File: src/rtl/nec_ir_pkg.sv
// Shared types and half-unit timing windows for the NEC IR decoder.
// All window limits are inclusive and expressed in half-units (UNIT_CYCLES/2 clocks).
package nec_ir_pkg;

    typedef enum logic [2:0] {
        ST_IDLE,
        ST_LEAD_MARK,
        ST_LEAD_SPACE,
        ST_BIT_MARK,
        ST_BIT_SPACE,
        ST_STOP_MARK
    } nec_state_e;

    localparam int HU_W = 8;

    localparam int LEAD_MARK_MIN   = 28;
    localparam int LEAD_MARK_MAX   = 36;
    localparam int LEAD_DATA_MIN   = 14;
    localparam int LEAD_DATA_MAX   = 19;
    localparam int LEAD_RPT_MIN    = 7;
    localparam int LEAD_RPT_MAX    = 10;
    localparam int BIT_MARK_MIN    = 1;
    localparam int BIT_MARK_MAX    = 3;
    localparam int BIT_ZERO_MIN    = 1;
    localparam int BIT_ZERO_MAX    = 3;
    localparam int BIT_ONE_MIN     = 5;
    localparam int BIT_ONE_MAX     = 8;
    localparam int STOP_MARK_MIN   = 1;
    localparam int STOP_MARK_MAX   = 3;

    function automatic logic in_window(input logic [HU_W-1:0] len, input int lo, input int hi);
        return (int'(len) >= lo) && (int'(len) <= hi);
    endfunction

endpackage

File: src/rtl/ir_sync.sv
// Two-flop synchronizer for the raw IR input with rise/fall edge pulses.
// Flops reset to 1 so the idle-high line does not produce a spurious edge.
module ir_sync (
    input  logic i_clk,
    input  logic i_rst,
    input  logic i_async,
    output logic o_rise,
    output logic o_fall
);

    logic meta_q, meta_d;
    logic sync_q, sync_d;
    logic prev_q, prev_d;

    always_comb begin
        meta_d = i_async;
        sync_d = meta_q;
        prev_d = sync_q;
    end

    always_ff @(posedge i_clk or posedge i_rst) begin
        if (i_rst) begin
            meta_q <= 1'b1;
            sync_q <= 1'b1;
            prev_q <= 1'b1;
        end else begin
            meta_q <= meta_d;
            sync_q <= sync_d;
            prev_q <= prev_d;
        end
    end

    assign o_rise = ~prev_q & sync_q;
    assign o_fall = prev_q & ~sync_q;

endmodule

File: src/rtl/nec_ir_decoder.sv
// NEC IR frame decoder: measures mark/space phases in half-units and emits address/command.
// Define NEC_IR_STRICT_ADDR_EN to require addr_hi == ~addr_lo and report an 8-bit address.
module nec_ir_decoder #(
    parameter int UNIT_CYCLES = 56250,
    parameter int TIMEOUT_HU  = 40
) (
    input  logic        i_clk,
    input  logic        i_rst,
    input  logic        i_ir,
    input  logic        i_ready,
    output logic        o_valid,
    output logic [15:0] o_addr,
    output logic [7:0]  o_cmd,
    output logic        o_repeat,
    output logic        o_overrun
);
    import nec_ir_pkg::*;

    localparam int HALF_UNIT = UNIT_CYCLES / 2;
    localparam int SUB_W     = $clog2(HALF_UNIT + 1);

    logic ir_rise, ir_fall;

    nec_state_e        state_q, state_d;
    logic [SUB_W-1:0]  sub_q, sub_d;
    logic [HU_W-1:0]   hu_q, hu_d;
    logic [5:0]        bit_cnt_q, bit_cnt_d;
    logic [31:0]       shift_q, shift_d;
    logic              rpt_q, rpt_d;
    logic [15:0]       last_addr_q, last_addr_d;
    logic [7:0]        last_cmd_q, last_cmd_d;
    logic              have_good_q, have_good_d;
    logic              valid_q, valid_d;
    logic [15:0]       addr_q, addr_d;
    logic [7:0]        cmd_q, cmd_d;
    logic              repeat_q, repeat_d;
    logic              overrun_q, overrun_d;

    logic        frame_done;
    logic        data_ok;
    logic        frame_ok;
    logic [15:0] frame_addr;
    logic        timeout;

    ir_sync u_sync (
        .i_clk   (i_clk),
        .i_rst   (i_rst),
        .i_async (i_ir),
        .o_rise  (ir_rise),
        .o_fall  (ir_fall)
    );

`ifdef NEC_IR_STRICT_ADDR_EN
    assign data_ok    = (shift_q[31:24] == ~shift_q[23:16]) && (shift_q[15:8] == ~shift_q[7:0]);
    assign frame_addr = {8'h00, shift_q[7:0]};
`else
    assign data_ok    = (shift_q[31:24] == ~shift_q[23:16]);
    assign frame_addr = shift_q[15:0];
`endif

    assign frame_ok = rpt_q ? have_good_q : data_ok;
    assign timeout  = (state_q != ST_IDLE) && (int'(hu_q) >= TIMEOUT_HU);

    // Phase timer: sub_q starts at 1 on an edge so hu_q*HALF_UNIT+sub_q equals cycles since that edge.
    always_comb begin
        sub_d = sub_q;
        hu_d  = hu_q;
        if (ir_rise || ir_fall) begin
            sub_d = SUB_W'(1);
            hu_d  = '0;
        end else if (sub_q == SUB_W'(HALF_UNIT - 1)) begin
            sub_d = '0;
            if (hu_q != '1) begin
                hu_d = hu_q + 1'b1;
            end
        end else begin
            sub_d = sub_q + 1'b1;
        end
    end

    always_comb begin
        state_d    = state_q;
        bit_cnt_d  = bit_cnt_q;
        shift_d    = shift_q;
        rpt_d      = rpt_q;
        frame_done = 1'b0;
        if (timeout) begin
            state_d = ST_IDLE;
        end else begin
            case (state_q)
                ST_IDLE: begin
                    if (ir_fall) state_d = ST_LEAD_MARK;
                end
                ST_LEAD_MARK: begin
                    if (ir_rise) begin
                        state_d = in_window(hu_q, LEAD_MARK_MIN, LEAD_MARK_MAX) ? ST_LEAD_SPACE : ST_IDLE;
                    end
                end
                ST_LEAD_SPACE: begin
                    if (ir_fall) begin
                        if (in_window(hu_q, LEAD_DATA_MIN, LEAD_DATA_MAX)) begin
                            state_d   = ST_BIT_MARK;
                            bit_cnt_d = '0;
                            rpt_d     = 1'b0;
                        end else if (in_window(hu_q, LEAD_RPT_MIN, LEAD_RPT_MAX)) begin
                            state_d = ST_STOP_MARK;
                            rpt_d   = 1'b1;
                        end else begin
                            state_d = ST_IDLE;
                        end
                    end
                end
                ST_BIT_MARK: begin
                    if (ir_rise) begin
                        state_d = in_window(hu_q, BIT_MARK_MIN, BIT_MARK_MAX) ? ST_BIT_SPACE : ST_IDLE;
                    end
                end
                ST_BIT_SPACE: begin
                    if (ir_fall) begin
                        if (in_window(hu_q, BIT_ZERO_MIN, BIT_ZERO_MAX) ||
                            in_window(hu_q, BIT_ONE_MIN, BIT_ONE_MAX)) begin
                            shift_d   = {in_window(hu_q, BIT_ONE_MIN, BIT_ONE_MAX), shift_q[31:1]};
                            bit_cnt_d = bit_cnt_q + 1'b1;
                            state_d   = (bit_cnt_q == 6'd31) ? ST_STOP_MARK : ST_BIT_MARK;
                        end else begin
                            state_d = ST_IDLE;
                        end
                    end
                end
                ST_STOP_MARK: begin
                    if (ir_rise) begin
                        frame_done = in_window(hu_q, STOP_MARK_MIN, STOP_MARK_MAX);
                        state_d    = ST_IDLE;
                    end
                end
                default: state_d = ST_IDLE;
            endcase
        end
    end

    // Output slot: a completion may reload the slot in the same cycle the held frame is taken.
    always_comb begin
        valid_d     = valid_q;
        addr_d      = addr_q;
        cmd_d       = cmd_q;
        repeat_d    = repeat_q;
        overrun_d   = 1'b0;
        last_addr_d = last_addr_q;
        last_cmd_d  = last_cmd_q;
        have_good_d = have_good_q;
        if (valid_q && i_ready) begin
            valid_d = 1'b0;
        end
        if (frame_done && frame_ok) begin
            if (!valid_q || i_ready) begin
                valid_d  = 1'b1;
                addr_d   = rpt_q ? last_addr_q : frame_addr;
                cmd_d    = rpt_q ? last_cmd_q : shift_q[23:16];
                repeat_d = rpt_q;
            end else begin
                overrun_d = 1'b1;
            end
            if (!rpt_q) begin
                last_addr_d = frame_addr;
                last_cmd_d  = shift_q[23:16];
                have_good_d = 1'b1;
            end
        end
    end

    always_ff @(posedge i_clk or posedge i_rst) begin
        if (i_rst) begin
            state_q     <= ST_IDLE;
            sub_q       <= '0;
            hu_q        <= '0;
            bit_cnt_q   <= '0;
            shift_q     <= '0;
            rpt_q       <= 1'b0;
            last_addr_q <= '0;
            last_cmd_q  <= '0;
            have_good_q <= 1'b0;
            valid_q     <= 1'b0;
            addr_q      <= '0;
            cmd_q       <= '0;
            repeat_q    <= 1'b0;
            overrun_q   <= 1'b0;
        end else begin
            state_q     <= state_d;
            sub_q       <= sub_d;
            hu_q        <= hu_d;
            bit_cnt_q   <= bit_cnt_d;
            shift_q     <= shift_d;
            rpt_q       <= rpt_d;
            last_addr_q <= last_addr_d;
            last_cmd_q  <= last_cmd_d;
            have_good_q <= have_good_d;
            valid_q     <= valid_d;
            addr_q      <= addr_d;
            cmd_q       <= cmd_d;
            repeat_q    <= repeat_d;
            overrun_q   <= overrun_d;
        end
    end

    assign o_valid   = valid_q;
    assign o_addr    = addr_q;
    assign o_cmd     = cmd_q;
    assign o_repeat  = repeat_q;
    assign o_overrun = overrun_q;

endmodule
File: config.mk
export PLATFORM = sky130hd
export DESIGN_NAME = nec_ir_decoder
export DESIGN_NICKNAME = d
export VERILOG_FILES = /design/src/rtl/nec_ir_pkg.sv /design/src/rtl/ir_sync.sv /design/src/rtl/nec_ir_decoder.sv
export SDC_FILE = /design/constraint.sdc
export NUM_CORES = 1
export LEC_CHECK = 0
export CAP_MARGIN = 30
export CORE_ASPECT_RATIO = 1.1
export CORE_MARGIN = 2
export CORE_UTILIZATION = 45
export DETAILED_ROUTE_END_ITERATION = 7
export GPL_ROUTABILITY_DRIVEN = 0
export PLACE_DENSITY = 0.7
export SLEW_MARGIN = 15
export SYNTH_ARGS = -nofsm -noshare
export SYNTH_HDL_FRONTEND = slang
export SYNTH_SLANG_ARGS = --single-unit
File: constraint.sdc
create_clock -name i_clk -period 5.35 [get_ports i_clk]
set_input_delay 0.8025 -clock i_clk [delete_from_list [all_inputs] [get_ports i_clk]]
set_output_delay 0.8025 -clock i_clk [all_outputs]
set_load 0.02 [all_outputs]
# Yosys cells after proc, flatten, opt, wreduce, memory -nomap -nowiden
# Cells that the tools add are included.
# Widths: inputs -> output; s select.
[classes]
add_sub_neg = 3
reduce_logical = 25
magnitude_cmp = 11
n_shift = 0
bitwise_logic = 7
n_div = 0
eq_ne = 19
mul = 0
muxes = 37
[op_table]
columns = ["cell", "count"]
rows = [
  ["$mux 3", 12],
  ["$mux 8", 4],
  ["$mux 15", 2],
  ["$mux 6", 4],
  ["$ne 3x3->1 const B", 6],
  ["$pmux 3 s6", 1],
  ["$ge 8x3->1 const B", 2],
  ["$le 8x4->1 const B", 2],
  ["$mux 16", 1],
  ["$add 15x1->15 const B", 1],
  ["$eq 15x15->1 const B", 1],
  ["$pmux 6 s2", 1],
  ["$reduce_and 6->1", 2],
  ["$mux 1", 11],
  ["$add 8x1->8 const B", 1],
  ["$eq 8x8->1", 1],
  ["$ge 8x1->1 const B", 1],
  ["$ge 8x4->1 const B", 1],
  ["$ge 8x5->1 const B", 1],
  ["$ge 8x6->1 const B", 1],
  ["$le 8x2->1 const B", 1],
  ["$le 8x5->1 const B", 1],
  ["$le 8x6->1 const B", 1],
  ["$logic_and 1x1->1", 8],
  ["other kinds (18)", 35],
]
[totals]
latch_bits = 0
mem_bits_ro = 0
n_memories = 0
mem_bits_rw = 0
ff_bits = 120
word_cells = 119

# Depth between registers and ports, before layout
[logic_depth]
ltp_word = 7
ltp_mapped = 9

# Hierarchy
# Synthesis repeated with hierarchy kept, for this count alone.
[hier_totals]
hier_cells = 452
area_unflattened_um2 = 5731.7
[modules_own_cells]
columns = ["mod", "seq_area_each_um2", "area_per_inst_um2", "n_inst", "cells_per_inst"]
rows = [
  ["nec_ir_decoder", 2927.8, 5634.2, 1, 446],
  ["ir_sync", 78.8, 97.6, 1, 6],
]

# Worst setup path after synthesis
# Ideal clock, no wire load.
[synth_path]
path_kind = "reg-to-reg"
start = "register hu_q[0]"
end = "register addr_q[0] (netlist: o_addr[0])"
setup_ps = 125
synth_period_minus_slack_ps = 2374
required_ps = 5225
stages_incl_launch_ff = 10
setup_slack_ps = 2976
arrival_ps = 2249
path_cell_list = "dfrtp_1 inv_1 ha_1 nand2b_1 nand4_1 or3_1 buf_2 a211oi_4 buf_12 mux2_4"
[synth_via]
elab_chain_cells = 7
[synth_rtl]
columns = ["element", "line_no", "rtl"]
rows = [
  ["from (decl)", "nec_ir_decoder.sv:26", "logic [HU_W-1:0] hu_q, hu_d;"],
  ["from (signal assigned)", "nec_ir_decoder.sv:190", "hu_q <= hu_d;"],
  ["$ge 8x1->1 or $le 8x2->1 (tied branches)", "nec_ir_pkg.sv:32", "return (int'(len) >= lo) && (int'(len) <= hi);"],
  ["$logic_and 1x1->1", "nec_ir_pkg.sv:32", ""],
  ["$mux 1", "nec_ir_decoder.sv:131", "if (ir_rise) begin"],
  ["$mux 1", "nec_ir_decoder.sv:90", "case (state_q)"],
  ["$mux 1 (*)", "nec_ir_decoder.sv:87", "if (timeout) begin"],
  ["$logic_and 1x1->1 (*)", "nec_ir_decoder.sv:154", "if (frame_done && frame_ok) begin"],
  ["$reduce_and 2->1 (no line) (*)", "--", ""],
  ["to (signal assigned)", "nec_ir_decoder.sv:198", "addr_q <= addr_d;"],
  ["to (decl)", "nec_ir_decoder.sv:34", "logic [15:0] addr_q, addr_d;"],
]
# Every way passes the cells marked *; elsewhere a longest branch is shown, timed or not.
# A chain may end at the register's enable or synchronous reset.

# Final worst setup path
[layout_path]
start = "register hu_q[1]"
end = "register addr_q[13] (netlist: o_addr[13])"
# Same word-level chain as after synthesis.

==> flow_metrics.tcl <==
set metrics [dict create \
    status "complete, no violations" \
    finalCritPeriodShare_pct 60.2 \
    place_area_um2 6240 \
    peakVddDrop_v 0.000254 \
    maxCapViolCount 0 \
    dp_hpwl_um 7210 \
    wl_per_cell_um 15.3 \
    die_h_um 123 \
    clk_latency_ns 0.42 \
    port-buffer-count 30 \
    switchingPower_mw 0.515 \
    grt_pass1_vias 4085 \
    antenna_found_initial 0 \
    crit_fanout 13 \
    hp-class "register to register" \
    p_comb_share_pct 4.6 \
    worstRegToRegCells 8 \
    start_kind "register" \
    setup_viol 0 \
    crit_buf_inv 2 \
    start_util_pct 46.1 \
    max-clock-path-buffers 2 \
    route.vias.total 3929 \
    synth_edf_count 0 \
    hold_viol 0 \
    post_cts_buffers 0 \
    finalSetupTns_ns 0 \
    power_frac_clock_pct 52.7 \
    worst-path-stages 8 \
    end_kind "register" \
    postLayoutSetupSlackWorst_ns 2.13 \
    leakage_nw 3.28 \
    ant_nets 0 \
    synthFlopType "dfrtp_1" \
    cts_resized 0 \
    cts_root_buffer "clkbuf_16" \
    path_cells "inv_1, ha_1, nand2b_1, nand4_1, or3_1, a211oi_4, buf_4, mux2_2" \
    cp.arrival_ns 3.52 \
    synth_area_um2 5830 \
    cpLargestDelayFamily "compound AO/OA/AOI/OAI gates" \
    cts.htree.levels 4 \
    cts_tree "yes" \
    coreArea_um2 12600 \
    fmax_ghz 0.310 \
    final_area_um2 6860 \
    crit_type "register to register" \
    cts_sinks 120 \
    final_nets 573 \
    diodes 0 \
    std_cell_rows 43 \
    power.density_nw_per_um2 327 \
    postLayoutCoreUtil_pct 54.3 \
    rsz0062_at_grt "no" \
    grt.total_usage_pct 17.5 \
    drt_first_pass_iters 5 \
    ys.warnings.count 0 \
    syn_nets 544 \
    fp.dieW_um 113 \
    avgViaCountPerCell 5.38 \
    sw_frac_of_total_pct 23.0 \
    grt_first_pass_wirelength_um 19200 \
    crit_required_ns 5.65 \
    grt_max_degree 60 \
    clock_skew_ns 0.0120 \
    yosysSeqAreaShare_pct 51.6 \
    slowest_stage "a211oi_4" \
    slowest_delay_ns 0.80 \
    syn_area_per_cell_um2 11.0 \
    area_growth_pct 17.7 \
    period_minus_slack_ns 3.22 \
    synthCells 531 \
    hold-path-cell-count 0 \
    io_pins 31 \
    cts_hold_buf 0 \
    async_flop_share_pct 100 \
    intPower_mw 1.73 \
    cts_made_buffers 17 \
    clk_pin_slew_ns 0.06 \
    dieArea_um2 13900 \
    slew_headroom_pct 40.2 \
    seqPwrFrac_pct 42.7 \
    synth_cell_types 56 \
    overflow 0 \
    drt_iter0_drc 384 \
    routed_wl_um 11200 \
    drive_gt1_share_pct 21.3 \
    slew_viol_final 0 \
    timing_worst_slew_pin_value_ns 0.895 \
    drc 0 \
    place_ws_ns 2.14 \
    ys_ff_latch 120 \
]
logic make-up after synthesis:
| group | after synthesis | synth area share, % |
|---|---|---|
| buffers and inverters | 39 | 3.48 |
| adder cells (fa/ha/maj) | 9 | 1.93 |
| flip-flops | 120 | 51.6 |
| XOR/XNOR | 28 | 4.21 |
| AND/OR/NAND/NOR | 223 | 18.7 |
| AO/OA/AOI/OAI | 38 | 4.51 |
| multiplexers | 74 | 15.5 |
path summary, 6_finish.rpt:
path / from / to / slack (ns)
setup / recovery: hu_q[1] / o_addr[13] / 2.13
hold / removal: u_sync.meta_q / u_sync.prev_d / 0.36
setup reg to reg: hu_q[1] / o_addr[13] / 2.13
hold reg to reg: u_sync.meta_q / u_sync.prev_d / 0.36
max in group asynchronous: i_rst / shift_q[27] / 3.54
min in group asynchronous: i_rst / hu_q[0] / 0.74
placed cells by master (no fill, tap or decap), types with 12 or more instances in the layout:
cell / count
mux2_4: 20
nand2_1: 114
nor2_1: 34
nand3_1: 13
o21ai_0: 12
xor2_1: 13
clkbuf_16: 17
dfrtp_1: 117
inv_1: 12
mux2_2: 51
xnor2_1: 15
clkdlybuf4s50_1: 30
sequential cells by signal (all words and copies together) (netlist names), 3 cells and up:
name and cells:
shift_q 32, last_addr_q 16, o_addr 16, sub_q 15, hu_q 8, last_cmd_q 8
o_cmd 8, bit_cnt_q 6, state_q 3
per-layer routing:
layer  vias to the layer above  GRT usage, %  routed length (um)
met5                         -             0                   0
met4                         0          6.78                 188
met3                        24          5.20                 450
met2                        80          29.3                5510
met1                      1942          21.4                5000
li1                       1883             -                   -
cell usage after synthesis, types with 3 or more instances:
library cell | n | area share [%]
nand3_1 | 13 | 1.1
inv_1 | 13 | 0.84
o31ai_1 | 5 | 0.64
nor3_1 | 8 | 0.69
nand4_1 | 6 | 0.64
ha_1 | 9 | 1.9
or4_1 | 3 | 0.39
dfrtp_1 | 117 | 50
a31oi_1 | 4 | 0.43
buf_4 | 4 | 0.52
a21oi_1 | 3 | 0.26
mux2_4 | 20 | 5.2
xnor2_1 | 15 | 2.3
nand2_1 | 114 | 7.3
nand4b_1 | 3 | 0.45
and3_1 | 8 | 0.86
nor2_1 | 34 | 2.2
clkbuf_1 | 13 | 0.84
and2_1 | 3 | 0.32
dfstp_2 | 3 | 1.4
buf_2 | 7 | 0.60
nor4_1 | 4 | 0.43
and4_1 | 3 | 0.45
mux2_2 | 51 | 9.9
xor2_1 | 13 | 2.0
o21ai_0 | 12 | 1.0
nand2b_1 | 7 | 0.75
power by group through the flow:
| stage | clock (mW) | sequential [mW] | combinational (mW) |
|---|---|---|---|
| floorplan | 0 | 0.949 | 0.0976 |
| global placement | 0 | 0.969 | 0.0994 |
| finish | 1.18 | 0.956 | 0.104 |
| global route | 1.24 | 0.958 | 0.119 |
| CTS | 1.21 | 0.954 | 0.105 |
| detailed placement | 0 | 0.970 | 0.104 |
per-stage QoR:
stage | hold WS [ns] | instances | power [mW]
floorplan | 0.345 | 531 | 1.05
global placement | 0.356 | 697 | 1.07
detailed placement | 0.355 | 698 | 1.07
CTS | 0.363 | 730 | 2.26
global route | 0.367 | 730 | 2.32
finish | 0.362 | 730 | 2.24
final cells by class:
type,count,area [um^2]
Tap cell,157,196
Fill cell,1057,5780
Clock inverter,13,168
Timing Repair Buffer,36,365
Sequential cell,120,3010
Multi-Input combinational cell,372,2620
Clock buffer,19,453
Inverter,13,51.3
(Power assumes the default switching activity.)
